--- src/rtl/ddr_pkg.sv ---
// ddr_pkg: lane enum, playfield constants and small distance helpers shared
// by the arrow engine and its per-lane slot arrays.
package ddr_pkg;

  typedef enum logic [1:0] {
    LEFT  = 2'd0,
    UP    = 2'd1,
    RIGHT = 2'd2,
    DOWN  = 2'd3
  } lane_e;

  localparam logic [9:0] Y_SPAWN   = 10'd440;
  localparam logic [9:0] Y_TARGET  = 10'd40;
  localparam logic [3:0] SCORE_MAX = 4'd10;

  // |a - b| computed as an 11-bit signed difference so nothing wraps.
  function automatic logic [10:0] abs_diff(input logic [9:0] a, input logic [9:0] b);
    logic signed [10:0] d;
    d = $signed({1'b0, a}) - $signed({1'b0, b});
    return d[10] ? $unsigned(-d) : $unsigned(d);
  endfunction

  function automatic logic [2:0] popcount4(input logic [3:0] v);
    return 3'(v[0]) + 3'(v[1]) + 3'(v[2]) + 3'(v[3]);
  endfunction

endpackage

--- src/rtl/arrow_lane_engine_if.sv ---
// arrow_lane_engine_if: spawn handshake, frame step, buttons and the
// judgement results (hit/miss/score). The pixel path stays on plain ports.
interface arrow_lane_engine_if;
  logic       step;
  logic       spawn_valid;
  logic [1:0] spawn_lane;
  logic       spawn_ready;
  logic [3:0] btn;
  logic [3:0] hit;
  logic [3:0] miss;
  logic [3:0] score;

  modport master (
    output step, spawn_valid, spawn_lane, btn,
    input  spawn_ready, hit, miss, score
  );

  modport slave (
    input  step, spawn_valid, spawn_lane, btn,
    output spawn_ready, hit, miss, score
  );
endinterface

--- src/rtl/arrow_lane.sv ---
// arrow_lane: one lane's arrow slots. Allocates spawns into the lowest free
// slot, scrolls/expires arrows on step, searches for a hit on a button press
// and reports whether any arrow or the target box covers the current pixel.
// Optional build macro: ARROW_MISS_PENALTY_EN (unmatched press flags a penalty).
module arrow_lane
  import ddr_pkg::*;
#(
  parameter int         SLOTS      = 4,
  parameter int         SPEED      = 2,
  parameter int         HALF       = 10,
  parameter int         HIT_WINDOW = 10,
  parameter logic [9:0] LANE_X     = 10'd200
) (
  input  logic       clk,
  input  logic       reset_n,
  input  logic       step,
  input  logic       spawn_en,
  input  logic       btn,
  input  logic [9:0] pix_x,
  input  logic [9:0] pix_y,
  output logic       spawn_free,
  output logic       hit_now,
  output logic       miss_now,
  output logic       penalty_now,
  output logic       arrow_ovl,
  output logic       target_ovl
);

  localparam int          IW       = (SLOTS > 1) ? $clog2(SLOTS) : 1;
  localparam logic [9:0]  EXPIRE_Y = 10'(int'(Y_TARGET) - HIT_WINDOW + SPEED);
  localparam logic [10:0] WIN      = 11'(HIT_WINDOW);
  localparam logic [10:0] HALF_W   = 11'(HALF);
  localparam logic [9:0]  SPEED_W  = 10'(SPEED);

  logic [SLOTS-1:0] valid_q, valid_d;
  logic [9:0]       y_q [SLOTS];
  logic [9:0]       y_d [SLOTS];
  logic             free_found;
  logic [IW-1:0]    free_idx;
  logic             hit_found;
  logic [IW-1:0]    hit_idx;
  logic [10:0]      tdx, tdy;

  // Lowest free slot, judged only from the valid bits held before this cycle.
  always_comb begin
    free_found = 1'b0;
    free_idx   = '0;
    for (int i = SLOTS - 1; i >= 0; i--) begin
      if (!valid_q[i]) begin
        free_found = 1'b1;
        free_idx   = IW'(i);
      end
    end
  end

  // Lowest live slot within the hit window of the target row on a press.
  always_comb begin
    hit_found = 1'b0;
    hit_idx   = '0;
    for (int i = SLOTS - 1; i >= 0; i--) begin
      if (btn && valid_q[i] && (abs_diff(y_q[i], Y_TARGET) <= WIN)) begin
        hit_found = 1'b1;
        hit_idx   = IW'(i);
      end
    end
  end

  assign spawn_free = free_found;
  assign hit_now    = hit_found;

`ifdef ARROW_MISS_PENALTY_EN
  assign penalty_now = btn & ~hit_found;
`else
  assign penalty_now = 1'b0;
`endif

  // Slot update: a hit clears its slot ahead of any step; step scrolls or
  // expires the rest; a spawn lands in a slot that was free before the cycle.
  always_comb begin
    valid_d  = valid_q;
    miss_now = 1'b0;
    for (int i = 0; i < SLOTS; i++) begin
      y_d[i] = y_q[i];
      if (valid_q[i]) begin
        if (hit_found && (hit_idx == IW'(i))) begin
          valid_d[i] = 1'b0;
        end else if (step) begin
          if (y_q[i] < EXPIRE_Y) begin
            valid_d[i] = 1'b0;
            miss_now   = 1'b1;
          end else begin
            y_d[i] = y_q[i] - SPEED_W;
          end
        end
      end
    end
    if (spawn_en && free_found) begin
      valid_d[free_idx] = 1'b1;
      y_d[free_idx]     = Y_SPAWN;
    end
  end

  // Does any live arrow sprite of this lane cover the current pixel?
  always_comb begin
    arrow_ovl = 1'b0;
    for (int i = 0; i < SLOTS; i++) begin
      if (valid_q[i] && (abs_diff(pix_x, LANE_X) <= HALF_W) &&
          (abs_diff(pix_y, y_q[i]) <= HALF_W)) begin
        arrow_ovl = 1'b1;
      end
    end
  end

  assign tdx        = abs_diff(pix_x, LANE_X);
  assign tdy        = abs_diff(pix_y, Y_TARGET);
  assign target_ovl = (tdx <= HALF_W) && (tdy <= HALF_W) &&
                      ((tdx == HALF_W) || (tdy == HALF_W));

  // Slot registers; reset discards every arrow at once.
  always_ff @(posedge clk or negedge reset_n) begin
    if (!reset_n) begin
      valid_q <= '0;
      for (int i = 0; i < SLOTS; i++) y_q[i] <= '0;
    end else begin
      valid_q <= valid_d;
      for (int i = 0; i < SLOTS; i++) y_q[i] <= y_d[i];
    end
  end

endmodule

--- src/rtl/arrow_lane_engine.sv ---
// arrow_lane_engine: four-lane DDR arrow engine. Instantiates one arrow_lane
// per lane, merges their pixel terms into registered arrow/target bits and
// keeps the registered hit/miss pulses and the saturating score.
// Optional build macro: ARROW_MISS_PENALTY_EN (unmatched press costs a point).
module arrow_lane_engine
  import ddr_pkg::*;
#(
  parameter int SLOTS      = 4,
  parameter int SPEED      = 2,
  parameter int HALF       = 10,
  parameter int HIT_WINDOW = 10,
  parameter int COL_X0     = 200,
  parameter int COL_PITCH  = 80
) (
  input  logic                clk,
  input  logic                reset_n,
  arrow_lane_engine_if.slave  bus,
  input  logic [9:0]          CounterX,
  input  logic [9:0]          CounterY,
  input  logic                inDisplayArea,
  output logic                arrow_pix,
  output logic                target_pix
);

  logic [3:0] lane_free, hit_now, miss_now, penalty_now, arrow_ovl, target_ovl;
  logic [3:0] hit_q, hit_d, miss_q, miss_d, score_q, score_d;
  logic [4:0] score_sum, score_pen;
  logic       arrow_pix_q, arrow_pix_d, target_pix_q, target_pix_d;

  for (genvar l = 0; l < 4; l++) begin : g_lane
    arrow_lane #(
      .SLOTS      (SLOTS),
      .SPEED      (SPEED),
      .HALF       (HALF),
      .HIT_WINDOW (HIT_WINDOW),
      .LANE_X     (10'(COL_X0 + l * COL_PITCH))
    ) u_lane (
      .clk         (clk),
      .reset_n     (reset_n),
      .step        (bus.step),
      .spawn_en    (bus.spawn_valid && (bus.spawn_lane == 2'(l))),
      .btn         (bus.btn[l]),
      .pix_x       (CounterX),
      .pix_y       (CounterY),
      .spawn_free  (lane_free[l]),
      .hit_now     (hit_now[l]),
      .miss_now    (miss_now[l]),
      .penalty_now (penalty_now[l]),
      .arrow_ovl   (arrow_ovl[l]),
      .target_ovl  (target_ovl[l])
    );
  end

  assign bus.spawn_ready = lane_free[bus.spawn_lane];

  // Next pulses, score (hits saturate first, penalties then floor at zero)
  // and the merged pixel bits qualified by the visible area.
  always_comb begin
    hit_d     = hit_now;
    miss_d    = miss_now | penalty_now;
    score_sum = 5'(score_q) + 5'(popcount4(hit_now));
    if (score_sum > 5'(SCORE_MAX)) score_sum = 5'(SCORE_MAX);
    score_pen = 5'(popcount4(penalty_now));
    score_d   = (score_sum > score_pen) ? 4'(score_sum - score_pen) : 4'd0;
    arrow_pix_d  = inDisplayArea & (|arrow_ovl);
    target_pix_d = inDisplayArea & (|target_ovl);
  end

  // Output registers.
  always_ff @(posedge clk or negedge reset_n) begin
    if (!reset_n) begin
      hit_q        <= '0;
      miss_q       <= '0;
      score_q      <= '0;
      arrow_pix_q  <= 1'b0;
      target_pix_q <= 1'b0;
    end else begin
      hit_q        <= hit_d;
      miss_q       <= miss_d;
      score_q      <= score_d;
      arrow_pix_q  <= arrow_pix_d;
      target_pix_q <= target_pix_d;
    end
  end

  assign bus.hit    = hit_q;
  assign bus.miss   = miss_q;
  assign bus.score  = score_q;
  assign arrow_pix  = arrow_pix_q;
  assign target_pix = target_pix_q;

endmodule

--- src/flat_wrapper.sv ---
// flat-port wrapper written by rule: the top's interface ports become plain ports
module arrow_lane_engine_flat import ddr_pkg::*;
#(
  parameter int SLOTS      = 4,
  parameter int SPEED      = 2,
  parameter int HALF       = 10,
  parameter int HIT_WINDOW = 10,
  parameter int COL_X0     = 200,
  parameter int COL_PITCH  = 80
)
  (clk, reset_n, CounterX, CounterY, inDisplayArea, arrow_pix, target_pix, bus_step, bus_spawn_valid, bus_spawn_lane, bus_btn, bus_spawn_ready, bus_hit, bus_miss, bus_score);
  arrow_lane_engine_if bus_i ();
  input  logic clk;
  input  logic reset_n;
  input  logic [9:0] CounterX;
  input  logic [9:0] CounterY;
  input  logic inDisplayArea;
  output logic arrow_pix;
  output logic target_pix;
  input wire logic [$bits(bus_i.step)-1:0] bus_step;
  input wire logic [$bits(bus_i.spawn_valid)-1:0] bus_spawn_valid;
  input wire logic [$bits(bus_i.spawn_lane)-1:0] bus_spawn_lane;
  input wire logic [$bits(bus_i.btn)-1:0] bus_btn;
  output wire logic [$bits(bus_i.spawn_ready)-1:0] bus_spawn_ready;
  output wire logic [$bits(bus_i.hit)-1:0] bus_hit;
  output wire logic [$bits(bus_i.miss)-1:0] bus_miss;
  output wire logic [$bits(bus_i.score)-1:0] bus_score;
  assign bus_i.step = bus_step;
  assign bus_i.spawn_valid = bus_spawn_valid;
  assign bus_i.spawn_lane = bus_spawn_lane;
  assign bus_i.btn = bus_btn;
  assign bus_spawn_ready = bus_i.spawn_ready;
  assign bus_hit = bus_i.hit;
  assign bus_miss = bus_i.miss;
  assign bus_score = bus_i.score;
  arrow_lane_engine #(.SLOTS(SLOTS), .SPEED(SPEED), .HALF(HALF), .HIT_WINDOW(HIT_WINDOW), .COL_X0(COL_X0), .COL_PITCH(COL_PITCH)) u_core (.clk(clk), .reset_n(reset_n), .bus(bus_i), .CounterX(CounterX), .CounterY(CounterY), .inDisplayArea(inDisplayArea), .arrow_pix(arrow_pix), .target_pix(target_pix));
endmodule
--- config.mk ---
export PLATFORM = sky130hd
export DESIGN_NAME = arrow_lane_engine_flat
export DESIGN_NICKNAME = d
export VERILOG_FILES = /design/src/rtl/ddr_pkg.sv /design/src/rtl/arrow_lane_engine_if.sv /design/src/rtl/arrow_lane.sv /design/src/rtl/arrow_lane_engine.sv /design/src/flat_wrapper.sv
export SDC_FILE = /design/constraint.sdc
export NUM_CORES = 1
export LEC_CHECK = 0
export CORE_ASPECT_RATIO = 0.6
export CORE_UTILIZATION = 47
export CTS_CLUSTER_DIAMETER = 50
export DETAILED_ROUTE_END_ITERATION = 8
export SLEW_MARGIN = 0
export SYNTH_ARGS = -nofsm -noshare
export SYNTH_HDL_FRONTEND = slang
export SYNTH_HIERARCHICAL = 1
export SYNTH_SLANG_ARGS = --single-unit
--- constraint.sdc ---
create_clock -name clk -period 7 [get_ports clk]
set_input_delay 0.7 -clock clk [delete_from_list [all_inputs] [get_ports clk]]
set_output_delay 0.7 -clock clk [all_outputs]
set_load 0.02 [all_outputs]
# --- After elaboration in Yosys (flattened, before gate mapping) ---
# Index checks and enable logic that the tools add are counted.
op_classes:
  eq_ne: 20
  mux: 337
  add_sub_neg: 94
  n_reduce_logical: 115
  n_lt_le_gt_ge: 72
  bitwise_logic: 22
ops:
  columns: ["operator", "count"]
  rows:
  - ["$mux 10", 68]
  - ["$le 11x4->1 const B", 37]
  - ["$mux 11", 37]
  - ["$neg 11->11", 37]
  - ["$sub 10x6->11 const B", 17]
  - ["$mux 1", 181]
  - ["$sub 10x10->11", 16]
  - ["$lt 10x6->1 const B", 16]
  - ["$mux 40", 4]
  - ["$sub 10x2->10 const B", 16]
  - ["$logic_and 1x1->1", 104]
  - ["$and 20x20->20", 4]
  - ["$demux 10 s2", 4]
  - ["$not 20->20", 4]
  - ["$or 20x20->20", 4]
  - ["$mux 2", 32]
  - ["$eq 11x4->1 const B", 5]
  - ["$sub 10x9->11 const B", 3]
  - ["$eq 2x2->1 const B", 10]
  - ["$mux 4", 5]
  - ["$or 4x4->4", 4]
  - ["$lt 2x3->1 const B", 5]
  - ["$ge 3x3->1 const B", 4]
  - ["$lt 3x1->1 const B", 4]
  - ["16 further kinds", 39]
totals:
  register_bits: 190
  elab_cells: 685
  in_bits: 31
  out_inout_bits: 15

# --- Logic depth before layout (Yosys ltp) ---
depth:
  word_depth: 25
  ltp_mapped: 22

# --- By module ---
# Netlist, hierarchy kept.
by_module_without_submodules:
  columns: ["module", "cells_per_inst", "area_per_inst_um2", "n_inst"]
  rows:
  - ["arrow_lane (u_core.g_lane[1].u_lane)", 974, 7285.7, 1]
  - ["arrow_lane (u_core.g_lane[2].u_lane)", 942, 7000.5, 1]
  - ["arrow_lane (u_core.g_lane[3].u_lane)", 946, 6965.4, 1]
  - ["arrow_lane (u_core.g_lane[0].u_lane)", 928, 6959.2, 1]
  - ["arrow_lane_engine", 66, 795.8, 1]

# --- Worst setup path before layout ---
# Ideal clock, no wire load.
synth_timing:
  kind: "register -> register"
  from: "register u_core/g_lane[0].u_lane/y_q[13] in the netlist's numbering"
  to: "register u_core.score_q[1] (netlist: u_core/bus.score[1])"
  period_less_slack_ns: 4.868
  n_path_buf: 1
  setup_time_ns: 0.140
  stages_incl_launch_ff: 22
  path_slack_ns: 2.132
  t_arrival_ns: 4.727
  cell_sequence: "dfrtp_1 > clkbuf_1 > inv_1 > ha_1 > nand2b_1 > and3_1 > or2_1 > o32ai_1 > a21oi_1 > or4_4 > nand4_1 > fa_1 > fa_1 > inv_1 > fa_1 > nand3_1 > o211ai_2 > and3_1 > ha_1 > and3b_1 > o21ai_0 > a21boi_0"
synth_between:
  elab_chain_cells: 16
synth_rtl:
  columns: ["element", "line", "source"]
  rows:
  - ["from (decl)", "arrow_lane.sv:36", "logic [9:0] y_q [SLOTS];"]
  - ["$sub 10x6->11 (*)", "ddr_pkg.sv:19", "d = $signed({1'b0, a}) - $signed({1'b0, b});"]
  - ["$neg 11->11", "ddr_pkg.sv:20", "return d[10] ? $unsigned(-d) : $unsigned(d);"]
  - ["$mux 11 (*)", "ddr_pkg.sv:20", null]
  - ["$le 11x4->1 (*)", "arrow_lane.sv:61", "if (btn && valid_q[i] && (abs_diff(y_q[i], Y_TARGET) <= WIN)) begin"]
  - ["$logic_and 1x1->1 (*)", "arrow_lane.sv:61", null]
  - ["$mux 1 (*) (3 in a row)", "arrow_lane.sv:61", null]
  - ["named net u_core.hit_d[0]", "arrow_lane_engine.sv:26", "logic [3:0] hit_q, hit_d, miss_q, miss_d, score_q, score_d;"]
  - ["$add 1x1->2 (*)", "ddr_pkg.sv:24", "return 3'(v[0]) + 3'(v[1]) + 3'(v[2]) + 3'(v[3]);"]
  - ["$add 3x1->3 (*) (2 in a row)", "ddr_pkg.sv:24", null]
  - ["$add 4x3->5 (*)", "arrow_lane_engine.sv:61", "score_sum = 5'(score_q) + 5'(popcount4(hit_now));"]
  - ["$gt 5x4->1", "arrow_lane_engine.sv:62", "if (score_sum > 5'(SCORE_MAX)) score_sum = 5'(SCORE_MAX);"]
  - ["$mux 5 (*)", "arrow_lane_engine.sv:62", null]
  - ["$gt 5x1->1", "arrow_lane_engine.sv:64", "score_d = (score_sum > score_pen) ? 4'(score_sum - score_pen) : 4'd0;"]
  - ["$mux 4 (*)", "arrow_lane_engine.sv:64", null]
  - ["named net u_core.score_d[1]", "arrow_lane_engine.sv:26", null]
  - ["to (signal assigned)", "arrow_lane_engine.sv:80", "score_q <= score_d;"]
  - ["to (decl)", "arrow_lane_engine.sv:26", null]
# Mark *: on every way through the listed nets, which the timed path passes. The rest lies on a longest branch.

# --- Worst setup path in the final report ---
layout_timing:
  from: "register u_core/g_lane[2].u_lane/y_q[23] in the netlist's numbering"
  to: "register u_core.score_q[1] (netlist: u_core/bus.score[1])"
layout_between:
  elab_chain_cells: 14
layout_rtl:
  columns: ["element", "line"]
  rows:
  - ["from (decl)", "arrow_lane.sv:36"]
  - ["$sub 10x6->11 (*)", "ddr_pkg.sv:19"]
  - ["$neg 11->11", "ddr_pkg.sv:20"]
  - ["$mux 11 (*)", "ddr_pkg.sv:20"]
  - ["$le 11x4->1 (*)", "arrow_lane.sv:61"]
  - ["$logic_and 1x1->1 (*)", "arrow_lane.sv:61"]
  - ["$mux 1 (*) (2 in a row)", "arrow_lane.sv:61"]
  - ["named net u_core.hit_d[2]", "arrow_lane_engine.sv:26"]
  - ["$add 3x1->3 (*) (2 in a row)", "ddr_pkg.sv:24"]
  - ["$add 4x3->5 (*)", "arrow_lane_engine.sv:61"]
  - ["$gt 5x4->1", "arrow_lane_engine.sv:62"]
  - ["$mux 5 (*)", "arrow_lane_engine.sv:62"]
  - ["$gt 5x1->1", "arrow_lane_engine.sv:64"]
  - ["$mux 4 (*)", "arrow_lane_engine.sv:64"]
  - ["named net u_core.score_d[1]", "arrow_lane_engine.sv:26"]
# Marked as above.

==> results summary <==
The run finished, with violations left. The checks that failed: design-rule violations. The worst slew margin relative to its limit is 27.13%. For this design the total switching power over the nets is 7237 uW. The first-iteration detailed-routing DRC count came out at 3098. The worst setup path is captured at a flop.

The maximum level of the CTS H-tree came out at 4. The wire length per cell is 18.46 um. The total length of routed wires is 86.51 mm. The horizontal die dimension came out at 322.7 um. The fraction of power spent switching nets is 54.94%. STA classifies the critical path startpoint as a flop. The via count of the first global-routing pass is 24990. In this run, CTS created clock tree buffers numbering 17.

The height of the die is 194.4 um. The final-report max-slew violation count is 0. The clock slew seen by the registers of the worst setup and hold paths came out at 0.08 ns. At the worst endpoint, the required time is 7.35 ns. The share of synthesized area occupied by flip-flops and latches is 16.39%. The count of antenna diodes in the layout came out at 0. The core region area came out at 60960 um2. In the final layout, the share of cells above drive strength 1 is 4.615%. Subtracting the final worst setup slack from the clock period gives 5.520 ns.

The final setup skew is 0.01295 ns. The first-pass GRT wire length is 139.2 mm. Sorting the synthesized cells by how often they occur yields 344 x sky130_fd_sc_hd__nor2_1, 307 x sky130_fd_sc_hd__ha_1, 294 x sky130_fd_sc_hd__inv_1. The post-synthesis instance total is 3856. Across the run, the number of max-cap violations was 0. For this design the top-level I/O count stands at 46. The number of clock sinks is 190.

The final cycle utilization of the critical path is 78.86%. The count of input and output buffers is 45. The clock reaches the later pin of the worst-skew pair after 0.49 ns.

The final count of negative-setup-slack endpoints came out at 0. The power density over the cells is 429.2 nW/um2. Combinational logic burns 74.3% of the power. Of all nets on the critical path, the largest fanout is 8. The number of routed nets with antenna violations came out at 0. The per-instance average area after synthesis is 7.522 um2. The peak clock frequency supported by timing is 181.2 MHz. The share of flip-flops with an asynchronous set or reset came out at 100.0%. The post-detailed-placement half-perimeter wirelength is 66.06 mm. Summed over all instances, the cell type with the most area after synthesis is sky130_fd_sc_hd__dfrtp_1. The number of hold-slack violations in the final timing report is 0. The weighted congestion at the end of routability-driven global placement came out at 0.9459. The area added between synthesis and finish is 5.815%. The post-place setup slack is 1.422 ns. Setup repair after global routing left no endpoint under its margin. The maximum count of clock buffers along a single path came out at 2. TritonCTS built the clock tree. The number of antenna violations at the first check in global routing came to 4. The global-route total usage across every layer came out at 27.40%. The net count after synthesis came out at 4215. The remaining global-route overflow is 0. The final worst setup slack came out at 1.480 ns. The first-pass iteration count of the detailed router came out at 8.

The average vias per placed instance is 6.147. Measured on the finished design, the core utilization comes to 50.35%. The area share of the largest cell type after synthesis came out at 16.39%. The cell sitting at the root of the clock tree is a sky130_fd_sc_hd__clkbuf_16.

The worst hold path belongs to the class in2async. Counting flops and latches in the post-synthesis netlist gives 190. The internal power summed over all cells came out at 5936 uW. The hold buffer count at CTS came out at 0. The worst-case register-to-register setup slack came out at 1.48 ns. The most common cell in the synthesized netlist is sky130_fd_sc_hd__nor2_1.

The cell row count is 70. The worst setup path is of the reg2reg kind. The distinct cell type count of the synthesized netlist is 119. The final net count is 4203. The netlist area before placement is 29010 um2. The accumulated negative setup slack is 0 ns. For this configuration, the core starts out at a cell density of 47.58%. Data on the critical path arrives at its endpoint at 5.87 ns. The number of warnings issued by yosys came out at 6. The leakage power is 0.01269 uW. The number of resized instances in the post-cts repair step came out at 0. At the pin with the least slew margin, the transition time is 1.085 ns. The area of the die is 62750 um2. The highest ir drop seen on vdd came out at 0.2567 mV.

Per report_power, the sequential group accounts for 18.1% of the total. The total number of vias came out at 28800. The clock network accounts for 7.6% of the total power. The largest net degree at the start of global routing is 100.

Ranked by total cell area, the synthesized netlist is headed by sky130_fd_sc_hd__dfrtp_1 16%, sky130_fd_sc_hd__ha_1 13%, sky130_fd_sc_hd__xnor2_1 5.3%. For this run, design rule violations remaining after detail routing come to 1. The prevailing post-synth register cell is sky130_fd_sc_hd__dfrtp_1. Post-CTS timing repair inserted 0 buffers for setup. Counting flops with a built-in enable in the synthesized netlist gives 0.
==> worst paths after layout <==
kind | from | endpoint | cells past startpoint
setup / recovery | u_core/g_lane[2].u_lane/y_q[23] | u_core/bus.score[1] | 19
min in group clk | u_core/g_lane[3].u_lane/y_q[24] | u_core/g_lane[3].u_lane/y_q[24] | 1
hold reg to reg | u_core/g_lane[3].u_lane/y_q[24] | u_core/g_lane[3].u_lane/y_q[24] | 1
hold / removal | reset_n | u_core/g_lane[1].u_lane/y_q[21] | 1
setup reg to reg | u_core/g_lane[2].u_lane/y_q[23] | u_core/bus.score[1] | 19
max in group asynchronous | reset_n | u_core/g_lane[3].u_lane/y_q[24] | 2
==> sequential cells by signal, summed over array words and instances, names as in the netlist <==
register and cells:
u_core/g_lane.u_lane/valid_q 16, u_core/bus.score 4, u_core/g_lane.u_lane/y_q 160, u_core/bus.hit 4
u_core/target_pix 1, u_core/arrow_pix 1, u_core/bus.miss 4
==> cell usage in the layout, fill, tap and decap left out, drive strengths merged, types with 18 or more instances in the layout <==
| master | n |
|---|---|
| nor2 | 349 |
| ha | 307 |
| inv | 302 |
| nand2 | 278 |
| o21ai | 266 |
| a21oi | 246 |
| dfrtp | 190 |
| nor3 | 178 |
| xnor2 | 176 |
| nand3 | 138 |
| xor2 | 82 |
| nor2b | 65 |
| nand2b | 57 |
| mux2i | 57 |
| a211oi | 57 |
| o21a | 56 |
| o211ai | 56 |
| nor4 | 54 |
| or3 | 50 |
| and3 | 46 |
| nand4 | 44 |
| a31oi | 43 |
| or4 | 42 |
| a21o | 40 |
| o31ai | 40 |
| or2 | 37 |
| buf | 36 |
| clkdlybuf4s50 | 34 |
| nand3b | 31 |
| o22ai | 30 |
| nor3b | 29 |
| o21bai | 24 |
| o2111ai | 23 |
| and2 | 23 |
| fa | 21 |
| clkbuf | 19 |
| a2111oi | 18 |
==> per-stage QoR <==
stage,area [um2],power (uW),hold WS (ns),std cells
after floorplan,29010,9878,0.4044,3856
after global placement,30140,11930,0.5124,4653
after detailed placement,30140,11910,0.5071,4653
after CTS,30690,12990,0.2121,4685
after global routing,30690,14510,0.2257,4685
final,30690,13170,0.1563,4685
==> final cells by class <==
| cell class | count | area (um2) |
|---|---|---|
| Fill cell | 5991 | 30270 |
| Multi-Input combinational cell | 3270 | 22640 |
| Sequential cell | 190 | 4755 |
| Inverter | 295 | 1107 |
| Tap cell | 828 | 1036 |
| Timing Repair Buffer | 70 | 608.1 |
| Clock buffer | 19 | 432.9 |
| Clock inverter | 13 | 118.9 |
==> power by group through the flow <==
stage	clock network [uW]	logic [uW]	registers, uW
2_1_floorplan	0	7950	1930
6_report	1000	9790	2380
3_3_place_gp	0	9550	2370
5_1_grt	1070	11000	2480
3_5_place_dp	0	9550	2370
4_1_cts	1040	9600	2350
==> kinds of logic after synthesis <==
logic type,count (synthesis),share of synthesized area (%)
buf+inv,396,5.573
other cells,4,0.05175
compound gates,1127,26.17
xor+xnor,258,7.790
simple gates,1487,26.98
flops,190,16.39
mux,65,2.316
fa+ha+maj,329,14.73
==> worst max-delay path: stages, from the launching register on <==
cell and delay [ns]:
sky130_fd_sc_hd__dfrtp_1 0.49, sky130_fd_sc_hd__inv_1 0.15, sky130_fd_sc_hd__ha_1 0.27, sky130_fd_sc_hd__nor2b_1 0.32, sky130_fd_sc_hd__o21ai_0 0.17, sky130_fd_sc_hd__a2111oi_0 0.64
sky130_fd_sc_hd__o2111a_1 0.33, sky130_fd_sc_hd__nor3_1 0.07, sky130_fd_sc_hd__nand2_1 0.30, sky130_fd_sc_hd__fa_1 0.50, sky130_fd_sc_hd__fa_1 0.43, sky130_fd_sc_hd__inv_1 0.09
sky130_fd_sc_hd__fa_1 0.22, sky130_fd_sc_hd__nand3_1 0.10, sky130_fd_sc_hd__o211ai_2 0.27, sky130_fd_sc_hd__and3_1 0.21, sky130_fd_sc_hd__ha_1 0.27, sky130_fd_sc_hd__and3b_1 0.21
sky130_fd_sc_hd__o21ai_0 0.20, sky130_fd_sc_hd__a21boi_0 0.12
==> layer usage <==
metal / share of wire [%] / vias to the layer above / track usage, %
met3: 8.1 / 52 / 4.908
li1: - / 14280 / -
met1: 54 / 13480 / 45.33
met5: 0 / - / 0
met4: 0.99 / 0 / 4.458
met2: 37 / 982 / 35.82
(Power assumes the default switching activity.)
